$ cat src/rtl/multi_shifter_if.sv
// Request/result bundle for multi_shifter: operand, op code and distance in;
// result, busy and completion pulse out.
interface multi_shifter_if;
    logic        start;
    logic [15:0] in;
    logic [1:0]  shift;
    logic [3:0]  amt;
    logic [15:0] sout;
    logic        busy;
    logic        done;

    modport master (
        output start, in, shift, amt,
        input  sout, busy, done
    );

    modport slave (
        input  start, in, shift, amt,
        output sout, busy, done
    );
endinterface

$ cat src/rtl/multi_shifter.sv
// Sequential 16-bit shifter, one bit per cycle: pass, logical left/right, arithmetic right.
// Define MULTI_SHIFTER_ROTATE_EN to make op 11 a rotate right instead of an arithmetic right shift.
module multi_shifter (
    input  logic          clk,
    input  logic          reset_n,
    multi_shifter_if.slave bus
);
    localparam int unsigned W  = 16;
    localparam int unsigned CW = 4;
    localparam int unsigned OW = 2;

    localparam logic [OW-1:0] OP_PASS = 2'b00;
    localparam logic [OW-1:0] OP_LSL  = 2'b01;
    localparam logic [OW-1:0] OP_LSR  = 2'b10;
    localparam logic [OW-1:0] OP_ASR  = 2'b11;

    typedef enum logic [1:0] {IDLE, SHIFT, DONE} state_t;

    state_t        state_q, state_d;
    logic [W-1:0]  sout_q, sout_d;
    logic [CW-1:0] cnt_q, cnt_d;
    logic [OW-1:0] op_q, op_d;
    logic          busy_q, done_q;

    // Next-state and datapath; a zero distance or pass op completes in one cycle
    always_comb begin
        state_d = state_q;
        sout_d  = sout_q;
        cnt_d   = cnt_q;
        op_d    = op_q;
        case (state_q)
            IDLE: begin
                if (bus.start) begin
                    sout_d  = bus.in;
                    op_d    = bus.shift;
                    cnt_d   = bus.amt;
                    state_d = (bus.amt == CW'(0) || bus.shift == OP_PASS) ? DONE : SHIFT;
                end
            end
            SHIFT: begin
                case (op_q)
                    OP_LSL:  sout_d = {sout_q[W-2:0], 1'b0};
                    OP_LSR:  sout_d = {1'b0, sout_q[W-1:1]};
`ifdef MULTI_SHIFTER_ROTATE_EN
                    OP_ASR:  sout_d = {sout_q[0], sout_q[W-1:1]};
`else
                    OP_ASR:  sout_d = {sout_q[W-1], sout_q[W-1:1]};
`endif
                    default: sout_d = sout_q;
                endcase
                cnt_d = cnt_q - CW'(1);
                if (cnt_q == CW'(1)) begin
                    state_d = DONE;
                end
            end
            DONE:    state_d = IDLE;
            default: state_d = IDLE;
        endcase
    end

    // State and registered outputs; busy/done follow the state being entered
    always_ff @(posedge clk or negedge reset_n) begin
        if (!reset_n) begin
            state_q <= IDLE;
            sout_q  <= '0;
            cnt_q   <= '0;
            op_q    <= '0;
            busy_q  <= 1'b0;
            done_q  <= 1'b0;
        end else begin
            state_q <= state_d;
            sout_q  <= sout_d;
            cnt_q   <= cnt_d;
            op_q    <= op_d;
            busy_q  <= (state_d != IDLE);
            done_q  <= (state_d == DONE);
        end
    end

    assign bus.sout = sout_q;
    assign bus.busy = busy_q;
    assign bus.done = done_q;
endmodule

$ cat src/flat_wrapper.sv
// flat-port wrapper written by rule: the top's interface ports become plain ports
module multi_shifter_flat 
  (clk, reset_n, bus_start, bus_in, bus_shift, bus_amt, bus_sout, bus_busy, bus_done);
  multi_shifter_if bus_i ();
  input  logic clk;
  input  logic reset_n;
  input wire logic [$bits(bus_i.start)-1:0] bus_start;
  input wire logic [$bits(bus_i.in)-1:0] bus_in;
  input wire logic [$bits(bus_i.shift)-1:0] bus_shift;
  input wire logic [$bits(bus_i.amt)-1:0] bus_amt;
  output wire logic [$bits(bus_i.sout)-1:0] bus_sout;
  output wire logic [$bits(bus_i.busy)-1:0] bus_busy;
  output wire logic [$bits(bus_i.done)-1:0] bus_done;
  assign bus_i.start = bus_start;
  assign bus_i.in = bus_in;
  assign bus_i.shift = bus_shift;
  assign bus_i.amt = bus_amt;
  assign bus_sout = bus_i.sout;
  assign bus_busy = bus_i.busy;
  assign bus_done = bus_i.done;
  multi_shifter u_core (.clk(clk), .reset_n(reset_n), .bus(bus_i));
endmodule
$ cat config.mk
export PLATFORM = sky130hd
export DESIGN_NAME = multi_shifter_flat
export DESIGN_NICKNAME = d
export VERILOG_FILES = /design/src/rtl/multi_shifter_if.sv /design/src/rtl/multi_shifter.sv /design/src/flat_wrapper.sv
export SDC_FILE = /design/constraint.sdc
export NUM_CORES = 1
export LEC_CHECK = 0
export ABC_AREA = 1
export CORE_ASPECT_RATIO = 0.7
export CORE_MARGIN = 2
export CORE_UTILIZATION = 50
export CTS_BUF_LIST = sky130_fd_sc_hd__clkbuf_4
export DETAILED_ROUTE_END_ITERATION = 10
export PLACE_DENSITY = 0.82
export SLEW_MARGIN = 30
export SYNTH_ARGS = -nofsm -noshare
export SYNTH_HDL_FRONTEND = slang
export SYNTH_SLANG_ARGS = --single-unit
$ cat constraint.sdc
create_clock -name clk -period 1.5 [get_ports clk]
set_input_delay 0.3 -clock clk [delete_from_list [all_inputs] [get_ports clk]]
set_output_delay 0.3 -clock clk [all_outputs]
set_load 0.01 [all_outputs]
==> results of run 1 <==
metrics by stage:
step	utilization, %	worst slack [ps]	power, mW
5_1_grt	72.2	-46.9	5.77
2_1_floorplan	-	188	3.58
3_3_place_gp	67.1	12.5	4.52
3_5_place_dp	67.1	-29.4	4.61
4_1_cts	71.1	42.0	5.07
6_report	72.2	53.2	5.23
layout make-up:
| type | count | area, sq um | area share [%] |
|---|---|---|---|
| clock inverters | 1 | 3.75 | 0.167 |
| clock buffers | 3 | 22.5 | 1.00 |
| flip-flops and latches | 26 | 651 | 29.0 |
| multi-input cells | 177 | 807 | 36.0 |
| repair buffers | 70 | 621 | 27.7 |
| inverters | 23 | 90.1 | 4.02 |
| well taps | 38 | 47.5 | 2.12 |
where the power goes:
group	total, mW	internal [mW]	leakage [nW]	switching, mW
registers	1.28	1.06	0.316	0.219
logic	3.65	1.62	0.915	2.02
clock network	0.308	0.0978	0.0154	0.210
total	5.23	2.78	1.25	2.45
cells by family after synthesis:
family                     share of synthesized area (%)
buffers and inverters                               10.3
and+or+nand+nor                                     43.7
adders and majority gates                           3.11
AOI/OAI and AO/OA                                   2.49
DFF                                                 40.5
worst register-to-register path, stage by stage (launching register included):
cell and delay [ps]:
sky130_fd_sc_hd__dfrtp_1 410, sky130_fd_sc_hd__inv_2 50, sky130_fd_sc_hd__ha_1 280, sky130_fd_sc_hd__inv_2 50, sky130_fd_sc_hd__nor2_4 90, sky130_fd_sc_hd__nand2_4 70, sky130_fd_sc_hd__nand2_8 100, sky130_fd_sc_hd__clkinvlp_4 150
sky130_fd_sc_hd__nand2_1 100, sky130_fd_sc_hd__nand2_1 50
cell usage in the layout (no fill, tap or decap):
master,n
sky130_fd_sc_hd__clkinv_1,1
sky130_fd_sc_hd__nor2_4,2
sky130_fd_sc_hd__buf_4,27
sky130_fd_sc_hd__clkbuf_4,3
sky130_fd_sc_hd__nand2_2,1
sky130_fd_sc_hd__dfrtp_1,26
sky130_fd_sc_hd__buf_12,1
sky130_fd_sc_hd__nand2_1,112
sky130_fd_sc_hd__ha_2,1
sky130_fd_sc_hd__clkdlybuf4s50_1,24
sky130_fd_sc_hd__o22ai_1,2
sky130_fd_sc_hd__nand2_4,2
sky130_fd_sc_hd__nand3_1,22
sky130_fd_sc_hd__clkinvlp_4,1
sky130_fd_sc_hd__nand2_8,1
sky130_fd_sc_hd__inv_2,4
sky130_fd_sc_hd__nor2_2,6
sky130_fd_sc_hd__nor2_1,20
sky130_fd_sc_hd__o211ai_1,1
sky130_fd_sc_hd__o21ai_0,3
sky130_fd_sc_hd__dlygate4sd2_1,18
sky130_fd_sc_hd__ha_1,3
sky130_fd_sc_hd__a21oi_1,1
sky130_fd_sc_hd__inv_1,18
state kept, by name, indices dropped and copies added, names as in the netlist:
| register | count |
|---|---|
| u_core.op_q | 2 |
| u_core.cnt_q | 4 |
| u_core.bus.sout | 16 |
| u_core.state_q | 2 |
| u_core.bus.done | 1 |
| u_core.bus.busy | 1 |
worst min-delay path by stage:
stage | cells past startpoint | to | slack, ps
2_1_floorplan | 0 | u_core.bus.busy | 4
6_report | 2 | u_core.cnt_q[0] | 320
3_5_place_dp | 2 | u_core.op_q[1] | 500
5_1_grt | 2 | u_core.bus.sout[15] | 340
3_3_place_gp | 2 | u_core.bus.sout[10] | 500
4_1_cts | 2 | u_core.cnt_q[0] | 320
timing repair:
action                     in CTS  in global routing
setup endpoints to repair      18                 10
resized for setup              18                  7
pin swaps                       0                  1
buffers inserted               16                  2
metal layers:
metal  up-vias  global-route usage, %  wire length, um
met2        43                   37.3             1710
li1        846                      -                -
met3         4                   4.34              230
met1       738                   32.5             1890
met5         -                      0                0
met4         0                   5.66               29
==> impl_metrics.json, run 1 <==
{
  "first_global_vias": 1473,
  "final.period_utilization_pct": 96.5,
  "initial_core_util_pct": 51.8,
  "static-leakage-power_nw": 1.25,
  "vdd.ir_drop.worst_mv": 1.18,
  "die_w_um": 71.8,
  "worstMarginPinSlew_ps": 342,
  "crit_start": "u_core.op_q[0]",
  "grt_antenna_before_repair": 0,
  "synthDominantCellAreaShare_pct": 40.5,
  "cellPowerDensity_nw_per_um2": 2330,
  "worst_setup_path_endpoint": "u_core.bus.sout[6]",
  "worst-path-stages": 9,
  "cts_tree": "built",
  "tritoncts.num_buffers": 3,
  "synth.area.top_cells": "sky130_fd_sc_hd__dfrtp_1 40%, sky130_fd_sc_hd__nand2_1 26%, sky130_fd_sc_hd__nand3_1 6.8%",
  "worstPathArrival_ps": 1680,
  "routed_via_density": 4.83,
  "design_area_sq_um": 2240,
  "postSynthCellCount": 234,
  "yosys_warnings": 0,
  "finalSetupTns_ps": 0,
  "insertion_delay_ps": 330,
  "drt_first_pass_iters": 4,
  "max_stage_delay_ps": 410,
  "ys_dominant_reg_cell": "sky130_fd_sc_hd__dfrtp_1",
  "routedWlPerCell_um": 11.4,
  "final_layout_size_suffix_gt1_share_pct": 16.3,
  "timing.slew.headroom_pct": 77.2,
  "setup.reg_to_reg.worst_slack_ps": 50,
  "yosys.cell_count.top_type": "sky130_fd_sc_hd__nand2_1",
  "antenna_cells_inserted": 0,
  "worst_hold_path_type": "input port to asynchronous set/reset pin",
  "placedInstanceArea_sq_um": 2080,
  "cts_max_level": 1,
  "critical_path_required_ps": 1730,
  "max_cap_viol_count": 0,
  "seq_area_frac_synth_pct": 40.5,
  "syn_area_sq_um": 1610,
  "layoutNonFillerInstCount": 338,
  "ff2ff_path_depth": 9,
  "crit_type": "flip-flop to flip-flop",
  "antenna_violating_nets_left": 0,
  "yosysTopAreaCell": "sky130_fd_sc_hd__dfrtp_1",
  "synth_async_sr_flop_share_pct": 100,
  "fillers": 270,
  "timing_hold_violations_final": 0,
  "crit_slowest_cell": "sky130_fd_sc_hd__dfrtp_1",
  "drt-total-wl_mm": 3.87,
  "cts_hold_repair.buffers": 0,
  "ys_types": 20,
  "post_synth.cell_area_avg_sq_um": 6.87,
  "die_y_um": 51.4,
  "outcome": "finished, final reports clean",
  "finalCriticalPeriod_ps": 1450,
  "clkSlewWorstSetupHoldPaths_ps": 140,
  "dp_hpwl_mm": 2.70,
  "synth_fp_nets": 263,
  "grt_first_pass_wirelength_mm": 6.60,
  "fmax_mhz": 691,
  "cts_root_buffer": "sky130_fd_sc_hd__clkbuf_4",
  "clockBufferDepth": 2,
  "design.portCount": 43,
  "finalHoldWorstSlack_ps": 321,
  "grt_remaining_overflow": 0,
  "final_count_of_pins_violating_max_slew": 0,
  "area_delta_synth_final_pct": 39.5,
  "worstSetupStartpointType": "flip-flop",
  "r2r-start": "u_core.op_q[0]",
  "synth.ff_latch_count": 26,
  "routabilityCongestion": 0.818,
  "synth.cells.most_frequent": "112 x sky130_fd_sc_hd__nand2_1, 26 x sky130_fd_sc_hd__dfrtp_1, 22 x sky130_fd_sc_hd__nand3_1",
  "cp.buffers_inverters": 3,
  "grt_use_total_pct": 23.2,
  "port_buffers": 42,
  "setup_viol": 0,
  "clock_sink_count": 26,
  "row_count": 17,
  "critical_path.max_fanout": 6,
  "grt_start_max_net_pins": 27,
  "route.vias.total": 1631,
  "dp.cells": 316,
  "critPathTopFamily": "flip-flops",
  "rr_endpoint": "u_core.bus.sout[6]",
  "die_area_sq_um": 3690,
  "final_net_count": 330,
  "grt_setup_unrepaired": "true",
  "residual_drc": 0,
  "clock_skew_ps": 4.91,
  "synth_edf_count": 0,
  "endpoint_kind": "flip-flop",
  "drt_first_iter_violations": 101,
  "timing.critical_path.cells": "inv_2, ha_1, inv_2, nor2_4, nand2_4, nand2_8, clkinvlp_4, nand2_1, nand2_1",
  "fp.coreArea_sq_um": 3110
}
Note: power is estimated with default switching activity, not from simulation.
==> run 2: changes to the inputs <==
- REMOVE_ABC_BUFFERS: default -> 1
==> impl_metrics.json, run 2 (synthesis gave the netlist of run 1 again) <==
{
  "cts_hold_repair.buffers": 0,
  "max_stage_delay_ps": 420,
  "grt_setup_unrepaired": "true",
  "clock_skew_ps": 1.94,
  "routed_via_density": 4.85,
  "antenna_cells_inserted": 0,
  "most_common_cell_on_crit_path": "sky130_fd_sc_hd__nand2_1",
  "rr_endpoint": "u_core.bus.sout[14]",
  "drt_first_iter_violations": 192,
  "crit_type": "flip-flop to flip-flop",
  "port_buffers": 42,
  "critical_path_required_ps": 1720,
  "vdd.ir_drop.worst_mv": 1.22,
  "grt_first_pass_wirelength_mm": 6.52,
  "final.period_utilization_pct": 98.0,
  "antenna_violating_nets_left": 0,
  "crit_start": "u_core.op_q[1]",
  "final_net_count": 328,
  "first_global_vias": 1538,
  "fmax_mhz": 681,
  "worstMarginPinSlew_ps": 334,
  "critical_path.max_fanout": 7,
  "fillers": 272,
  "routabilityCongestion": 0.881,
  "row_count": 17,
  "insertion_delay_ps": 320,
  "timing.slew.headroom_pct": 77.8,
  "largest_register_ffs": 16,
  "cts_max_level": 1,
  "timing.critical_path.cells": "ha_1, inv_2, nor2_2, nand2_2, nand2_8, buf_12, nor2_1, nand2_1, nand2_1",
  "area_delta_synth_final_pct": 39.2,
  "routedWlPerCell_um": 11.9,
  "final_count_of_pins_violating_max_slew": 0,
  "worstSetupStartpointType": "flip-flop",
  "route.vias.total": 1628,
  "static-leakage-power_nw": 1.25,
  "utilization_pct": 72.1,
  "final_layout_size_suffix_gt1_share_pct": 15.1,
  "grt_start_max_net_pins": 27,
  "crit_slowest_cell": "sky130_fd_sc_hd__dfrtp_1",
  "drt-total-wl_mm": 3.99,
  "grt_use_total_pct": 22.8,
  "cts_tree": "built",
  "endpoint_kind": "flip-flop",
  "die_w_um": 71.8,
  "clkSlewWorstSetupHoldPaths_ps": 140,
  "critPathTopFamily": "simple AND/OR/NAND/NOR gates",
  "final_common_cell": "sky130_fd_sc_hd__nand2_1",
  "die_y_um": 51.4,
  "r2r-start": "u_core.op_q[1]",
  "finalCriticalPeriod_ps": 1470,
  "report.power.total_mw": 5.29,
  "tritoncts.num_buffers": 3,
  "residual_drc": 0,
  "finalHoldWorstSlack_ps": 326,
  "max_cap_viol_count": 0,
  "dp.cells": 316,
  "setup.reg_to_reg.worst_slack_ps": 30,
  "cellPowerDensity_nw_per_um2": 2360,
  "outcome": "finished, final reports clean",
  "clockBufferDepth": 2,
  "worst_hold_path_type": "input port to asynchronous set/reset pin",
  "grt_antenna_before_repair": 0,
  "dp_hpwl_mm": 2.74,
  "layout_common_cells": "112 x sky130_fd_sc_hd__nand2_1, 26 x sky130_fd_sc_hd__dfrtp_1, 24 x sky130_fd_sc_hd__clkdlybuf4s50_1",
  "design.portCount": 43,
  "cts_root_buffer": "sky130_fd_sc_hd__clkbuf_4",
  "cp.buffers_inverters": 2,
  "worstPathArrival_ps": 1690,
  "setup_viol": 0,
  "die_area_sq_um": 3690,
  "layoutNonFillerInstCount": 336,
  "timing_hold_violations_final": 0,
  "drt_first_pass_iters": 5,
  "ff2ff_path_depth": 9,
  "grt_remaining_overflow": 0,
  "clock_sink_count": 26,
  "initial_core_util_pct": 51.8,
  "fp.coreArea_sq_um": 3110
}
-- run 2: cell count changes in the layout (fill, tap and decap cells not counted), sizes merged --
cell,change
buf,-3
clkbuf,+1
clkinvlp,-1
dlygate4sd2,-1
dlymetal6s2s,+1
inv,+1
-- run 2: per-stage QoR --
step,TNS [ps],setup WS [ps],area [sq um]
after CTS,0,4.53,2190
after global routing,-372,-45.9,2240
after floorplan,0,28.2,1530
after global placement,0,16.9,2080
final,0,30.5,2240
after detailed placement,-168,-35.5,2080
-- run 2: final cells by class --
class,instances,area (sq um),area share (%)
Sequential cell,26,651,29.1
Clock inverter,1,3.75,0.168
Tap cell,38,47.5,2.12
Multi-Input combinational cell,177,797,35.6
Inverter,23,86.3,3.86
Clock buffer,3,22.5,1.01
Timing Repair Buffer,68,631,28.2
-- run 2: worst max-delay path by stage --
| stage | to | slack, ps | cells past startpoint |
|---|---|---|---|
| after floorplan | u_core.bus.sout[0] | 30 | 6 |
| after global placement | u_core.bus.sout[14] | 20 | 8 |
| after detailed placement | u_core.cnt_q[2] | -40 | 7 |
| after CTS | bus_busy | 5 | 1 |
| after global routing | u_core.bus.sout[4] | -50 | 9 |
| final | u_core.bus.sout[14] | 30 | 9 |
-- run 2: per-layer routing --
metal  vias to the layer above  part of all wire, %  track usage [%]
li1                        840                    -                -
met1                       728                   46             30.2
met2                        56                   47             39.2
met3                         4                  6.6             3.75
met4                         0                 0.90             5.66
met5                         -                    0                0
-- run 2: power breakdown --
part | switching (mW) | internal [mW]
registers | 0.222 | 1.06
logic | 2.05 | 1.66
clock network | 0.204 | 0.0974
total | 2.48 | 2.81
-- run 2: timing repair --
item,4_1_cts,5_1_grt
pin swaps,0,4
setup buffers,14,1
endpoints found under the setup margin,17,15
gates resized for setup,17,5
gates cloned,0,1
-- run 2: worst register-to-register path: stages, from the launching register on --
cell                      delay, ps
sky130_fd_sc_hd__dfrtp_1        420
sky130_fd_sc_hd__ha_1           300
sky130_fd_sc_hd__inv_2           40
sky130_fd_sc_hd__nor2_2         100
sky130_fd_sc_hd__nand2_2        110
sky130_fd_sc_hd__nand2_8        120
sky130_fd_sc_hd__buf_12         120
sky130_fd_sc_hd__nor2_1          40
sky130_fd_sc_hd__nand2_1         70
sky130_fd_sc_hd__nand2_1         60
==> run 3: changes to the inputs <==
- GPL_TIMING_DRIVEN: default -> 0
- SETUP_SLACK_MARGIN: default -> 0.15
==> impl_metrics.json, run 3 (synthesis gave the netlist of run 1 again) <==
{
  "insertion_delay_ps": 340,
  "die_y_um": 51.4,
  "final_net_count": 336,
  "area_delta_synth_final_pct": 52.5,
  "drt_first_iter_violations": 175,
  "grt_start_max_net_pins": 27,
  "endpoint_kind": "flip-flop",
  "grt_remaining_overflow": 0,
  "worstPathArrival_ps": 1770,
  "cts_tree": "built",
  "grt_setup_unrepaired": "true",
  "outcome": "finished, final reports clean",
  "fp.coreArea_sq_um": 3110,
  "grt_use_total_pct": 26.5,
  "critical_path.max_fanout": 6,
  "die_area_sq_um": 3690,
  "final_count_of_pins_violating_max_slew": 0,
  "cts_root_buffer": "sky130_fd_sc_hd__clkbuf_4",
  "worstMarginPinSlew_ps": 576,
  "routabilityCongestion": 0.838,
  "design.portCount": 43,
  "timing.critical_path.cells": "ha_4, inv_2, nor2_4, nand2_4, buf_6, buf_8, nand2_8, nand2_2, nand2_1",
  "max_stage_delay_ps": 450,
  "first_global_vias": 1646,
  "static-leakage-power_nw": 1.30,
  "critical_path_required_ps": 1790,
  "final_layout_size_suffix_gt1_share_pct": 24.2,
  "final.period_utilization_pct": 98.9,
  "cts_max_level": 1,
  "antenna_cells_inserted": 0,
  "crit_type": "flip-flop to flip-flop",
  "fin_ws_ps": 17.0,
  "max_cap_viol_count": 0,
  "final_common_cell": "sky130_fd_sc_hd__nand2_1",
  "timing_hold_violations_final": 0,
  "drt_first_pass_iters": 5,
  "dp_hpwl_mm": 2.61,
  "vdd.ir_drop.worst_mv": 1.47,
  "initial_core_util_pct": 51.8,
  "critPathTopFamily": "flip-flops",
  "finalHoldWorstSlack_ps": 464,
  "cp.buffers_inverters": 3,
  "layout_common_cells": "97 x sky130_fd_sc_hd__nand2_1, 25 x sky130_fd_sc_hd__dfrtp_1, 24 x sky130_fd_sc_hd__buf_4",
  "worst_hold_path_type": "input port to asynchronous set/reset pin",
  "worstSetupStartpointType": "flip-flop",
  "row_count": 17,
  "setup_viol": 0,
  "residual_drc": 0,
  "clockBufferDepth": 2,
  "routed_via_density": 5.27,
  "antenna_violating_nets_left": 0,
  "tritoncts.num_buffers": 3,
  "fmax_mhz": 674,
  "timing.slew.headroom_pct": 61.6,
  "drt-total-wl_mm": 4.97,
  "fillers": 203,
  "die_w_um": 71.8,
  "clkSlewWorstSetupHoldPaths_ps": 140,
  "grt_antenna_before_repair": 0,
  "largest_register_ffs": 16,
  "clock_skew_ps": 7.90,
  "port_buffers": 42,
  "grt_first_pass_wirelength_mm": 7.49,
  "pre_cts_ws_ps": -321,
  "clock_sink_count": 26,
  "finalSetupTns_ps": 0,
  "cellPowerDensity_nw_per_um2": 2560,
  "routedWlPerCell_um": 14.4,
  "finalCriticalPeriod_ps": 1480,
  "crit_slowest_cell": "sky130_fd_sc_hd__dfrtp_1",
  "route.vias.total": 1813
}
[run 3: cell types whose count changed in the layout (fill, tap and decap cells not counted), sizes merged]
| cell | previous run | this run |
|---|---|---|
| clkdlybuf4s50 | 24 | 23 |
| dlygate4sd3 | 0 | 1 |
| nor2 | 28 | 29 |
| buf | 25 | 31 |
| inv | 23 | 22 |
| clkinvlp | 0 | 1 |
| clkdlybuf4s15 | 0 | 12 |
| nand2 | 116 | 118 |
| dlygate4sd2 | 17 | 5 |
| dlymetal6s2s | 1 | 0 |
[run 3: what timing repair did]
| action | 4_1_cts | 5_1_grt |
|---|---|---|
| buffers inserted | 23 | 6 |
| resized for setup | 39 | 31 |
| endpoints found under the setup margin | 37 | 37 |
| hold endpoints to repair | 26 | 0 |
| gates cloned | 4 | 0 |
| hold buffers | 1 | 0 |
| pin swaps | 13 | 8 |
[run 3: cell type report]
class	count	area (sq um)	area share [%]
Timing Repair Buffer	73	699	28.5
Clock inverter	1	3.75	0.153
Inverter	23	90.1	3.68
Clock buffer	3	22.5	0.919
Tap cell	38	47.5	1.94
Multi-Input combinational cell	180	936	38.2
Sequential cell	26	652	26.6
[run 3: worst paths after layout]
check	from	to	slack, ps	depth (start not counted)
max in group asynchronous	reset_n	u_core.state_q[1]	630	2
min reg2reg	u_core.cnt_q[0]	u_core.cnt_q[0]	560	2
min	reset_n	u_core.bus.done	460	2
min in group clk	bus_shift[1]	u_core.op_q[1]	520	3
max	u_core.op_q[1]	u_core.bus.sout[10]	20	9
max reg2reg	u_core.op_q[1]	u_core.bus.sout[10]	20	9
[run 3: metal layers]
metal | vias up | global-route usage (%) | routed length, um
li1 | 863 | - | -
met1 | 844 | 35.8 | 2120
met2 | 91 | 44.1 | 2320
met3 | 15 | 5.13 | 420
met4 | 0 | 6.29 | 110
met5 | - | 0 | 0
[run 3: power breakdown]
group / internal [mW] / leakage, nW / total [mW] / switching, mW
combinational: 2.06 / 0.966 / 4.65 / 2.58
clock: 0.0982 / 0.0154 / 0.318 / 0.219
sequential: 1.06 / 0.314 / 1.30 / 0.244
[run 3: metrics by stage]
step,power [mW],area [sq um],std cells,utilization [%]
finish,6.27,2450,344,78.9
global route,6.70,2450,344,78.9
CTS,5.70,2340,338,75.3
detailed placement,4.30,1990,306,64.1
global placement,4.19,2000,306,64.3
floorplan,3.28,1530,226,-
